==> src/rtl/multi_key_counter.sv <==
// -----------------------------------------------------------------------------
// multi_key_counter
//
// Purpose:
//   Multi-channel push-button front end. Each channel:
//     - synchronises an active-low asynchronous switch (two flops),
//     - debounces it (DB_CYCLES consecutive stable samples to accept a change),
//     - emits a one-cycle press tick on each accepted press, plus optional
//       auto-repeat ticks while held (IDLE -> DELAY -> REPEAT),
//     - counts press ticks mod MOD (cnt_db) and raw synchronised rising
//       edges mod MOD (cnt_raw), so contact bounce is visible.
//
// Ports:
//   clk      system clock, rising edge
//   rst      asynchronous active-high reset
//   sw_n     [CH]   raw switches, active low, asynchronous to clk
//   clr      synchronous clear of every cnt_db / cnt_raw digit
//   rpt_en   auto-repeat enable, shared by all channels
//   level    [CH]   debounced pressed state (1 = pressed)
//   press    [CH]   one-cycle tick per accepted press or repeat
//   cnt_db   [4*CH] debounced press count, channel i in [4i+3:4i]
//   cnt_raw  [4*CH] undebounced rising-edge count, same packing
//
// Repeat FSM state per channel is held in g_ch[i].state (rpt_state_t) so it
// can be observed hierarchically.
// -----------------------------------------------------------------------------
module multi_key_counter #(
  parameter int CH           = 2,
  parameter int DB_CYCLES    = 1_000_000,
  parameter int MOD          = 10,
  parameter int REPEAT_DELAY = 25_000_000,
  parameter int REPEAT_RATE  = 5_000_000
) (
  input  logic            clk,
  input  logic            rst,
  input  logic [CH-1:0]   sw_n,
  input  logic            clr,
  input  logic            rpt_en,
  output logic [CH-1:0]   level,
  output logic [CH-1:0]   press,
  output logic [4*CH-1:0] cnt_db,
  output logic [4*CH-1:0] cnt_raw
);

  localparam int HOLD_MAX = (REPEAT_DELAY > REPEAT_RATE) ? REPEAT_DELAY : REPEAT_RATE;
  localparam int DB_W     = $clog2(DB_CYCLES);
  localparam int HOLD_W   = $clog2(HOLD_MAX);

  localparam logic [DB_W-1:0]   DB_LAST    = DB_W'(DB_CYCLES - 1);
  localparam logic [HOLD_W-1:0] DELAY_LAST = HOLD_W'(REPEAT_DELAY - 1);
  localparam logic [HOLD_W-1:0] RATE_LAST  = HOLD_W'(REPEAT_RATE - 1);
  localparam logic [3:0]        DIGIT_LAST = 4'(MOD - 1);

  typedef enum logic [1:0] {
    IDLE   = 2'd0,
    DELAY  = 2'd1,
    REPEAT = 2'd2
  } rpt_state_t;

  function automatic logic [3:0] wrap_inc(input logic [3:0] v);
    return (v == DIGIT_LAST) ? 4'd0 : v + 4'd1;
  endfunction

  for (genvar i = 0; i < CH; i++) begin : g_ch
    logic              s1, s2, s2_prev;
    logic              level_q, level_d, press_q;
    logic              level_nxt, rise, rpt_tick;
    logic [DB_W-1:0]   db_cnt;
    logic [HOLD_W-1:0] hold_cnt, hold_nxt;
    rpt_state_t        state, state_nxt;
    logic [3:0]        db_digit, raw_digit;

    // Level flips on the DB_CYCLES-th consecutive sample that disagrees with it.
    assign level_nxt = ((s2 != level_q) && (db_cnt == DB_LAST)) ? s2 : level_q;

    // Accepted press: level rose on the previous edge.
    assign rise = level_q & ~level_d;

    // Sync, debounce, press register and both counters.
    always_ff @(posedge clk or posedge rst) begin
      if (rst) begin
        s1        <= 1'b0;
        s2        <= 1'b0;
        s2_prev   <= 1'b0;
        db_cnt    <= '0;
        level_q   <= 1'b0;
        level_d   <= 1'b0;
        press_q   <= 1'b0;
        db_digit  <= 4'd0;
        raw_digit <= 4'd0;
      end else begin
        s1      <= ~sw_n[i];
        s2      <= s1;
        s2_prev <= s2;

        if (s2 == level_q || db_cnt == DB_LAST) begin
          db_cnt <= '0;
        end else begin
          db_cnt <= db_cnt + DB_W'(1);
        end

        level_q <= level_nxt;
        level_d <= level_q;
        press_q <= rise | rpt_tick;

        // clr wins over a simultaneous increment.
        if (clr) begin
          db_digit <= 4'd0;
        end else if (press_q) begin
          db_digit <= wrap_inc(db_digit);
        end

        if (clr) begin
          raw_digit <= 4'd0;
        end else if (s2 && !s2_prev) begin
          raw_digit <= wrap_inc(raw_digit);
        end
      end
    end

    // Repeat FSM state register.
    always_ff @(posedge clk or posedge rst) begin
      if (rst) begin
        state    <= IDLE;
        hold_cnt <= '0;
      end else begin
        state    <= state_nxt;
        hold_cnt <= hold_nxt;
      end
    end

    // Repeat FSM next state. Using level_nxt (not level_q) makes repeats stop
    // on the same edge that level falls.
    always_comb begin
      state_nxt = state;
      hold_nxt  = hold_cnt;
      rpt_tick  = 1'b0;
      if (!level_nxt || !rpt_en) begin
        state_nxt = IDLE;
        hold_nxt  = '0;
      end else begin
        case (state)
          IDLE: begin
            if (rise) begin
              state_nxt = DELAY;
              hold_nxt  = '0;
            end
          end
          DELAY: begin
            if (hold_cnt == DELAY_LAST) begin
              rpt_tick  = 1'b1;
              hold_nxt  = '0;
              state_nxt = REPEAT;
            end else begin
              hold_nxt = hold_cnt + HOLD_W'(1);
            end
          end
          REPEAT: begin
            if (hold_cnt == RATE_LAST) begin
              rpt_tick = 1'b1;
              hold_nxt = '0;
            end else begin
              hold_nxt = hold_cnt + HOLD_W'(1);
            end
          end
          default: begin
            state_nxt = IDLE;
            hold_nxt  = '0;
          end
        endcase
      end
    end

    assign level[i]           = level_q;
    assign press[i]           = press_q;
    assign cnt_db[4*i +: 4]   = db_digit;
    assign cnt_raw[4*i +: 4]  = raw_digit;
  end

endmodule

==> config.mk <==
export PLATFORM = sky130hd
export DESIGN_NAME = multi_key_counter
export DESIGN_NICKNAME = d
export VERILOG_FILES = /design/src/rtl/multi_key_counter.sv
export SDC_FILE = /design/constraint.sdc
export NUM_CORES = 1
export LEC_CHECK = 0
export BUFFER_PORTS_ARGS = -buffer_cell sky130_fd_sc_hd__buf_4
export CELL_PAD_IN_SITES_DETAIL_PLACEMENT = 1
export CELL_PAD_IN_SITES_GLOBAL_PLACEMENT = 1
export CORE_UTILIZATION = 45
export CTS_CLUSTER_DIAMETER = 60
export DETAILED_ROUTE_END_ITERATION = 8
export GPL_ROUTABILITY_DRIVEN = 0
export PLACE_DENSITY_LB_ADDON = 0.1
export SLEW_MARGIN = 0
export SYNTH_ARGS = -nofsm -noshare
export SYNTH_HDL_FRONTEND = slang
export SYNTH_SLANG_ARGS = --single-unit
==> constraint.sdc <==
create_clock -name clk -period 4.5 [get_ports clk]
set_input_delay 0.9 -clock clk [delete_from_list [all_inputs] [get_ports clk]]
set_output_delay 0.9 -clock clk [all_outputs]
set_load 0.01 [all_outputs]
==> summary.txt, run 1 <==
Route
  – Final wirelength: about 16000 um
  – Initial DRC Count: slightly below 300
  – Drc violations: 0
  – Via count: 5420
  – Vias per cell: between 5 and 6
  – Number of iterations in the first detailed-routing pass: 4
  – Detail Route Antenna Nets: 0
  – Avg WL per Cell: around 17 um

Power
  – Leakage power: 3.37 nW
  – Register share of total power: 0.435
  – VDD IR max: 0.242 mV
  – Sw Share: 0.209
  – Comb pwr share: 0.023
  – NetSw: 0.000535 W
  – Int Pwr: just over 0.002 W
  – Clock power share: 0.541
  – P per Cell Area: about 340 nW/um^2

CTS
  – Clock tree from TritonCTS: done
  – Root Driver: clkbuf_16
  – H-tree levels: 4
  – Num Clock Sinks: 122
  – Post-CTS setup buffer count: 0
  – Clock-pin slew on the worst setup and hold paths: about 60 ps
  – Clock Latency Late Sink: 420 ps
  – Clock Tree Buf Depth: 2
  – Inserted Clock Buffers: 17
  – Post-CTS Hold Buffers: 0
  – Post_cts resized: 0

Synth
  – Post-synthesis sequential area ratio: 0.459
  – Async set-or-reset flop fraction in the synthesized netlist: 1.00
  – Synthesized flop and latch total: 122
  – Cell Area, Synth: approximately 6600 um^2
  – Syn avg cell area: ~9.4 um^2
  – Area leader, netlist: dfrtp_1
  – Post-Syn Nets: 736
  – Cell count after synthesis: 710
  – Most common flop cell mapped by yosys: dfrtp_1
  – Most instantiated cells after synthesis: dfrtp_1, nor2_1, nand2_1
  – Synth cell types: 55
  – YS warnings: 0
  – Top cell type's share of synthesized area: 0.459
  – Synth area leaders: dfrtp_1, nor2_1, nand2_1
  – Post-synth EDFFs: 0
  – Count leader, synth: dfrtp_1

Timing
  – Measured slew at the worst slew-check pin: 899 ps
  – RSZ-0062 raised after global routing: false
  – Final Cycle Share: 0.697
  – Slew HR: 0.395
  – Final setup fails: 0
  – Final hold violations: 0
  – Clk_skew: approximately 8 ps
  – Worst Setup Slack, final: 1360 ps
  – Top achievable clock speed: about 0.32 GHz
  – Setup TNS Final: 0 ps
  – Min Tclk post-route: about 3100 ps
  – Final Max Tran Viols: 0

Global routing
  – First-pass GRT wire length: about 28000 um
  – Vias in the first global route: ~5600
  – Largest net degree at the start of global routing: 66
  – GRT Overall Usage: 0.233
  – Total gr overflow: 0
  – Initial antenna violation count: 0

Placed design
  – PortBufs: 25
  – Detailed Place HPWL: 11100 um
  – Dpl ws: between 1000 and 1500 ps

Flow run
  – Max_cap viols: 0

Critical path
  – Slowest cell on the critical path: o22ai_4
  – Critical Path Source: g_ch[1].db_cnt[7]$_DFF_PP0_
  – Worst reg2reg setup slack: 1360 ps
  – Critical Path AT: about 3400 ps
  – Path type of the worst setup path: reg2reg
  – CP max stage delay: around 590 ps
  – Worst reg2reg startpoint: g_ch[1].db_cnt[7]$_DFF_PP0_
  – CP Buf/Inv Count: 0
  – Max FO, Critical Path: 26
  – Crit-path leading delay family: simple AND/OR/NAND/NOR gates
  – Most common cell type on the critical path: or4_1
  – CP Data Required Time: about 4800 ps
  – CP Launch Type: flop
  – FF-to-FF path depth: 6
  – Cell count along the critical path: 6
  – Crit-path cells: or4_1 > or4_1 > o2111a_1 > o22ai_4 > nor2_4 > a221o_1
  – Crit. End Element: flop

Final layout
  – Seq. cell area: slightly above 3000 um^2
  – Fillcell total: roughly 1700
  – Share of post-route cells with drive strength above 1: 0.0895
  – Multi-input logic area: ~3400 um^2
  – Area grow syn2layout: 13.8%
  – Final Core Density: 0.522
  – Final net count: approximately 760
  – Ant. Diodes: 0

Worst hold path
  – Worst Hold Depth: 0
  – Worst min-delay path class: reg2reg
  – Hold_sp: g_ch[0].s1$_DFF_PP0_

Die
  – DIE WIDTH: around 120 um
  – IO Count: 26
  – Die area: 15300 um^2
  – Initial Util: 0.459
  – Row Count: 44
  – Core Area: roughly 14000 um^2
  – Die Ht: about 120 um

Status
  – Status: completed
-- through the flow --
step | area, um^2 | hold WS (ps) | std cells | power, W
floorplan | 6650 | 331 | 710 | 0.00117
global placement | 6970 | 339 | 902 | 0.00120
detailed placement | 6970 | 337 | 902 | 0.00120
CTS | 7560 | 349 | 933 | 0.00259
global route | 7560 | 348 | 933 | 0.00265
finish | 7560 | 346 | 933 | 0.00257
-- worst reg2reg max path: stages, from the launching register on --
cell	delay, ps
dfrtp_1	430
or4_1	520
or4_1	580
o2111a_1	310
o22ai_4	590
nor2_4	230
a221o_1	370
-- logic make-up after synthesis --
family | after synthesis | share of synthesized area
mux | 12 | 0.0215
simple gates | 339 | 0.261
buf+inv | 47 | 0.0358
compound gates | 132 | 0.135
flops | 122 | 0.459
fa+ha+maj | 20 | 0.0377
xor+xnor | 38 | 0.0501
-- power by group through the flow --
stage	Sequential, W	Combinational, W	Clock [W]
finish	0.00112	0.0000599	0.00139
CTS	0.00112	0.0000632	0.00141
global placement	0.00114	0.0000605	0
floorplan	0.00113	0.0000375	0
detailed placement	0.00114	0.0000627	0
global route	0.00112	0.0000707	0.00146
-- worst paths after layout --
kind                                                     to
min in group asynchronous   g_ch[1].db_digit[0]$_DFFE_PP0P_
max in group asynchronous  g_ch[0].hold_cnt[21]$_DFFE_PP0P_
max                        g_ch[1].hold_cnt[18]$_DFFE_PP0P_
max reg2reg                g_ch[1].hold_cnt[18]$_DFFE_PP0P_
min reg2reg                            g_ch[0].s2$_DFF_PP0_
min                                    g_ch[0].s2$_DFF_PP0_
-- cell type report --
| type | count | area share |
|---|---|---|
| sequential | 122 | 0.404 |
| multi-input combinational | 541 | 0.444 |
| clock inverter | 8 | 0.0156 |
| timing repair buffer | 29 | 0.0304 |
| tap | 184 | 0.0304 |
| clock buffer | 23 | 0.0632 |
| inverter | 26 | 0.0132 |
-- registers in the layout, indices dropped and copies added (netlist names), 4 cells and up --
register	cells
g_ch.db_digit	8
g_ch.hold_cnt	50
g_ch.raw_digit	8
g_ch.db_cnt	40
g_ch.state	4
-- cells in the final DEF, fill, tap and decap left out, types with 4 or more instances in the layout --
| cell | count |
|---|---|
| mux2i_1 | 6 |
| or3_1 | 4 |
| clkbuf_16 | 17 |
| nand4b_1 | 5 |
| ha_1 | 20 |
| nand2b_1 | 7 |
| a221o_1 | 6 |
| inv_1 | 25 |
| nor2b_1 | 7 |
| buf_4 | 28 |
| a21o_1 | 12 |
| nor3_1 | 25 |
| nor3b_1 | 14 |
| mux2_2 | 4 |
| a31oi_1 | 5 |
| xor2_1 | 23 |
| and3_1 | 23 |
| and4_1 | 9 |
| nor4_1 | 8 |
| clkinv_2 | 4 |
| o21ai_0 | 50 |
| a22o_1 | 20 |
| nand3_1 | 29 |
| dfrtp_1 | 122 |
| xnor2_1 | 15 |
| nand3b_1 | 4 |
| or4_1 | 6 |
| nor2_1 | 100 |
| nand4_1 | 14 |
| a21oi_1 | 14 |
| nand2_1 | 69 |
-- per-layer routing --
metal	routed length (um)	global-route usage	up-vias
met5	0	0	-
met3	470	0.0466	22
met2	7840	0.383	83
li1	-	-	2588
met1	7640	0.297	2727
met4	276	0.0994	0
Power figures use the tool's default switching activity.
==> run 2: changes to the inputs <==
- ABC_AREA: default -> 1
- CORE_UTILIZATION: 45 -> 42
- clock period: 4.5 -> 2.5 ns (I/O delays scaled with it)
==> summary.txt, run 2 <==
Synth
  – Synth cell types: 45
  – Post-synth EDFFs: 0
  – Cell count after synthesis: approximately 1100
  – Most common flop cell mapped by yosys: dfrtp_1
  – Post-synthesis sequential area ratio: 0.382
  – Area leader, netlist: dfrtp_1
  – Cell Area, Synth: approximately 8000 um^2
  – Synth area leaders: dfrtp_1, nand2_1, nor2_1
  – Async set-or-reset flop fraction in the synthesized netlist: 1.00
  – Count leader, synth: nand2_1
  – Post-Syn Nets: approximately 1200
  – Most instantiated cells after synthesis: nand2_1, nor2_1, inv_1
  – Syn avg cell area: around 7 um^2
  – YS warnings: 0
  – Synthesized flop and latch total: approximately 120
  – Top cell type's share of synthesized area: 0.382

Die
  – IO Count: 26
  – Die Ht: between 100 and 150 um
  – DIE WIDTH: between 100 and 150 um
  – Core Area: roughly 19000 um^2
  – Initial Util: 0.427
  – Die area: 19600 um^2
  – Row Count: 50

Timing
  – Final Max Tran Viols: 0
  – Clk_skew: 8.75 ps
  – Measured slew at the worst slew-check pin: 530 ps
  – Final hold violations: 0
  – Min Tclk post-route: around 2100 ps
  – Setup TNS Final: 0 ps
  – Slew HR: 0.647
  – Worst hold slack: 214 ps
  – Final Cycle Share: 0.845
  – Final setup fails: 0
  – RSZ-0062 raised after global routing: false
  – Top achievable clock speed: approximately 0.47 GHz

Status
  – Status: completed

CTS
  – Post_cts resized: 0
  – Inserted Clock Buffers: 17
  – Post-CTS setup buffer count: 0
  – Num Clock Sinks: approximately 120
  – Clock-pin slew on the worst setup and hold paths: about 60 ps
  – Clock tree from TritonCTS: done
  – Clock Tree Buf Depth: 2
  – H-tree levels: 4
  – Clock Latency Late Sink: about 430 ps
  – Root Driver: clkbuf_16
  – Post-CTS Hold Buffers: 0

Route
  – Number of iterations in the first detailed-routing pass: 4
  – Final wirelength: 22100 um
  – Detail Route Antenna Nets: 0
  – Initial DRC Count: about 330
  – Drc violations: 0
  – Avg WL per Cell: 15.6 um
  – Vias per cell: 5.28
  – Via count: 7495

Power
  – P per Cell Area: around 530 nW/um^2
  – Total Power: 0.00479 W
  – VDD IR max: around 0.46 mV
  – Leakage power: approximately 4.1 nW

Final layout
  – Fillcell total: 2409
  – Commonest non-fill, non-tap cell in the layout: nand2_1
  – Area grow syn2layout: 12.9%
  – Biggest regs: g_ch.hold_cnt (50), g_ch.db_cnt (40)
  – Ant. Diodes: 0
  – Max FFs per register: 50
  – Largest Register: g_ch.hold_cnt
  – Final net count: around 1200
  – Most frequent cells in the layout: nand2_1, nor2_1, inv_1
  – Post-route cell area: between 9000 and 10000 um^2
  – Share of post-route cells with drive strength above 1: 0.0987

Global routing
  – First-pass GRT wire length: 38000 um
  – Total gr overflow: 0
  – GRT Overall Usage: 0.243
  – Vias in the first global route: approximately 7800
  – Initial antenna violation count: 0
  – Largest net degree at the start of global routing: 91

Placed design
  – Placed Area: about 8400 um^2
  – PortBufs: 25
  – Detailed Place HPWL: roughly 16000 um

Flow run
  – Max_cap viols: 0

Critical path
  – Crit. End Element: flop
  – CP Data Required Time: about 2900 ps
  – Critical Path AT: 2470 ps
  – CP Launch Type: flop
  – Path type of the worst setup path: reg2reg
  – Max FO, Critical Path: 12

Worst hold path
  – Worst min-delay path class: in2reg
## run 2: worst paths after layout
kind	startpoint	endpoint	slack (ps)	depth (start not counted)
setup / recovery	g_ch[0].db_cnt[0]$_DFF_PP0_	g_ch[0].hold_cnt[22]$_DFFE_PP0P_	390	11
hold / removal	sw_n[1]	g_ch[1].s1$_DFF_PP0_	210	2
setup reg to reg	g_ch[0].db_cnt[0]$_DFF_PP0_	g_ch[0].hold_cnt[22]$_DFFE_PP0P_	390	11
hold reg to reg	g_ch[1].s1$_DFF_PP0_	g_ch[1].s2$_DFF_PP0_	350	0
max in group asynchronous	rst	g_ch[0].hold_cnt[14]$_DFFE_PP0P_	1860	3
min in group asynchronous	rst	g_ch[1].raw_digit[3]$_DFFE_PP0P_	220	3
## run 2: cell families (layout without fill, tap and decap cells)
kind of cell | count (synthesis) | in the layout | synth area share
simple gates | 715 | 715 | 0.399
buf+inv | 166 | 207 | 0.0885
flops | 122 | 122 | 0.382
compound gates | 89 | 89 | 0.0626
xor+xnor | 33 | 33 | 0.0362
fa+ha+maj | 20 | 20 | 0.0313
## run 2: worst max-delay path, stage by stage, from the launching register on
cell     delay (ps)
dfrtp_1         390
ha_1            230
nand3_2         140
nor2_1          200
nand3_1         140
nand2_1          80
nand2_1          80
nor2_4          270
nand3_2         180
nand2_4         160
nand2_1          70
nor2_1           90
## run 2: cell type report
class,instances,area [um^2],share of cell area
Multi-Input combinational cell,857,4230,0.469
Clock buffer,20,467,0.0517
Inverter,137,519,0.0575
Timing Repair Buffer,38,298,0.0330
Sequential cell,122,3050,0.338
Clock inverter,12,164,0.0182
Tap cell,234,293,0.0324
## run 2: layer usage
layer  part of all wire  up-vias  global-route usage
met5                  0        -                   0
met4              0.014        0              0.0711
met2               0.49       80               0.418
met3              0.022       25              0.0393
li1                   -     3731                   -
met1               0.47     3659               0.314
## run 2: power by group
| group | internal (W) | switching (W) | leakage (nW) |
|---|---|---|---|
| Combinational | 0.0000394 | 0.0000926 | 2.13 |
| Sequential | 0.00199 | 0.0000209 | 1.68 |
| Clock | 0.00166 | 0.000980 | 0.301 |
## run 2: per-stage QoR
stage | utilization | cells | worst slack [ps]
finish | 0.482 | 1420 | 389
global route | 0.482 | 1420 | 162
CTS | 0.482 | 1420 | 359
detailed placement | 0.449 | 1388 | 461
global placement | 0.449 | 1388 | 546
floorplan | - | 1145 | 503
==> run 3: changes to the inputs <==
- CORE_UTILIZATION: 42 -> 45
- clock period: 2.5 -> 2.1 ns (I/O delays scaled with it)
==> summary.txt, run 3 (synthesis results as in run 2) <==
Critical path
  – CP Launch Type: flop
  – Worst reg2reg setup slack: roughly 130 ps
  – CP Data Required Time: approximately 2400 ps
  – Path type of the worst setup path: reg2reg
  – Critical Path AT: 2280 ps
  – Max FO, Critical Path: 16
  – Critical Path Source: g_ch[0].db_cnt[0]$_DFF_PP0_
  – Crit. End Element: flop
  – Worst reg2reg startpoint: g_ch[0].db_cnt[0]$_DFF_PP0_

Final layout
  – Multi-input logic area: ~4300 um^2
  – Max FFs per register: 50
  – Final Core Density: 0.528
  – Fillcell total: 2300
  – Final net count: around 1200
  – Ant. Diodes: 0
  – Share of post-route cells with drive strength above 1: 0.111
  – Biggest regs: g_ch.hold_cnt (50), g_ch.db_cnt (40)
  – Largest Register: g_ch.hold_cnt
  – Most frequent cells in the layout: nand2_1, nor2_1, inv_1
  – Post-route cell area: 9140 um^2
  – Area grow syn2layout: 14.4%
  – Seq. cell area: 3050 um^2
  – Commonest non-fill, non-tap cell in the layout: nand2_1

CTS
  – H-tree levels: 4
  – Num Clock Sinks: roughly 120
  – Inserted Clock Buffers: 17
  – Clock tree from TritonCTS: done
  – Clock Latency Late Sink: around 430 ps
  – Root Driver: clkbuf_16
  – Clock-pin slew on the worst setup and hold paths: approximately 60 ps
  – Clock Tree Buf Depth: 2
  – Post-CTS Hold Buffers: 0

Timing
  – Top achievable clock speed: approximately 0.51 GHz
  – Final Max Tran Viols: 0
  – Slew HR: 0.631
  – Min Tclk post-route: just under 2000 ps
  – Final Cycle Share: 0.937
  – Measured slew at the worst slew-check pin: around 550 ps
  – Setup TNS Final: 0 ps
  – Final setup fails: 0
  – RSZ-0062 raised after global routing: true
  – Final hold violations: 0
  – Clk_skew: 9.39 ps

Power
  – VDD IR max: 0.586 mV
  – Total Power: 0.00564 W
  – Leakage power: between 4 and 5 nW
  – P per Cell Area: slightly above 600 nW/um^2

Route
  – Initial DRC Count: between 400 and 500
  – Final wirelength: ~23000 um
  – Vias per cell: 5.39
  – Via count: around 7700
  – Detail Route Antenna Nets: 0
  – Number of iterations in the first detailed-routing pass: 5
  – Drc violations: 0
  – Avg WL per Cell: 16.2 um

Die
  – Core Area: about 17000 um^2
  – DIE WIDTH: approximately 140 um
  – Die Ht: 135 um
  – Die area: between 15000 and 20000 um^2
  – Initial Util: 0.462
  – Row Count: 48
  – IO Count: 26

Flow run
  – Max_cap viols: 0

Worst hold path
  – Worst min-delay path class: in2async

Placed design
  – PortBufs: 25
  – Detailed Place HPWL: ~17000 um
  – Placed Area: approximately 8500 um^2

Global routing
  – Largest net degree at the start of global routing: 37
  – Initial antenna violation count: 0
  – First-pass GRT wire length: between 30000 and 40000 um
  – Total gr overflow: 0
  – Vias in the first global route: 8074
  – GRT Overall Usage: 0.272

Status
  – Status: completed
run 3: worst max-delay path: stages (launching register included):
cell	delay (ps)
dfrtp_1	380
ha_2	220
nand3_2	170
nor2_2	210
nand3_1	120
nand2_1	100
nand2_2	90
nand3_4	100
buf_6	180
nand2_1	100
nor2_1	130
nor2_1	70
run 3: timing repair:
item / in CTS / in global routing
hold endpoints to repair: 0 / 0
endpoints found under the setup margin: 0 / 34
gates resized for setup: 0 / 10
buffers inserted: 0 / 1
run 3: report_power, final:
part / internal [W] / switching, W
logic: 0.0000573 / 0.000115
clock network: 0.00193 / 0.00114
registers: 0.00237 / 0.0000259
total: 0.00436 / 0.00128
run 3: per-layer routing:
metal | part of all wire | track usage
met5 | 0 | 0
met4 | 0.011 | 0.0818
met3 | 0.023 | 0.0382
met2 | 0.50 | 0.474
met1 | 0.47 | 0.349
run 3: worst paths after layout:
check | endpoint | depth (start not counted)
setup / recovery | g_ch[0].hold_cnt[12]$_DFFE_PP0P_ | 11
hold / removal | g_ch[1].raw_digit[0]$_DFFE_PP0P_ | 2
setup reg to reg | g_ch[0].hold_cnt[12]$_DFFE_PP0P_ | 11
hold reg to reg | g_ch[1].s2$_DFF_PP0_ | 0
max in group asynchronous | g_ch[0].hold_cnt[18]$_DFFE_PP0P_ | 3
min in group clk | g_ch[0].s1$_DFF_PP0_ | 2
run 3: layout make-up:
cell class                 count  share of cell area
inverter                     137              0.0572
clock inverter                10              0.0155
multi-input combinational    857               0.465
timing repair buffer          51              0.0464
clock buffer                  22              0.0508
tap                          225              0.0308
sequential                   122               0.334
run 3: metrics by stage:
step / instances / setup slack (ps) / hold WS (ps)
2_1_floorplan: 1145 / 183 / 331
3_3_place_gp: 1391 / 145 / 333
3_5_place_dp: 1391 / 105 / 337
4_1_cts: 1423 / 25.1 / 61.7
5_1_grt: 1424 / -20.1 / 85.0
6_report: 1424 / 132 / 48.1
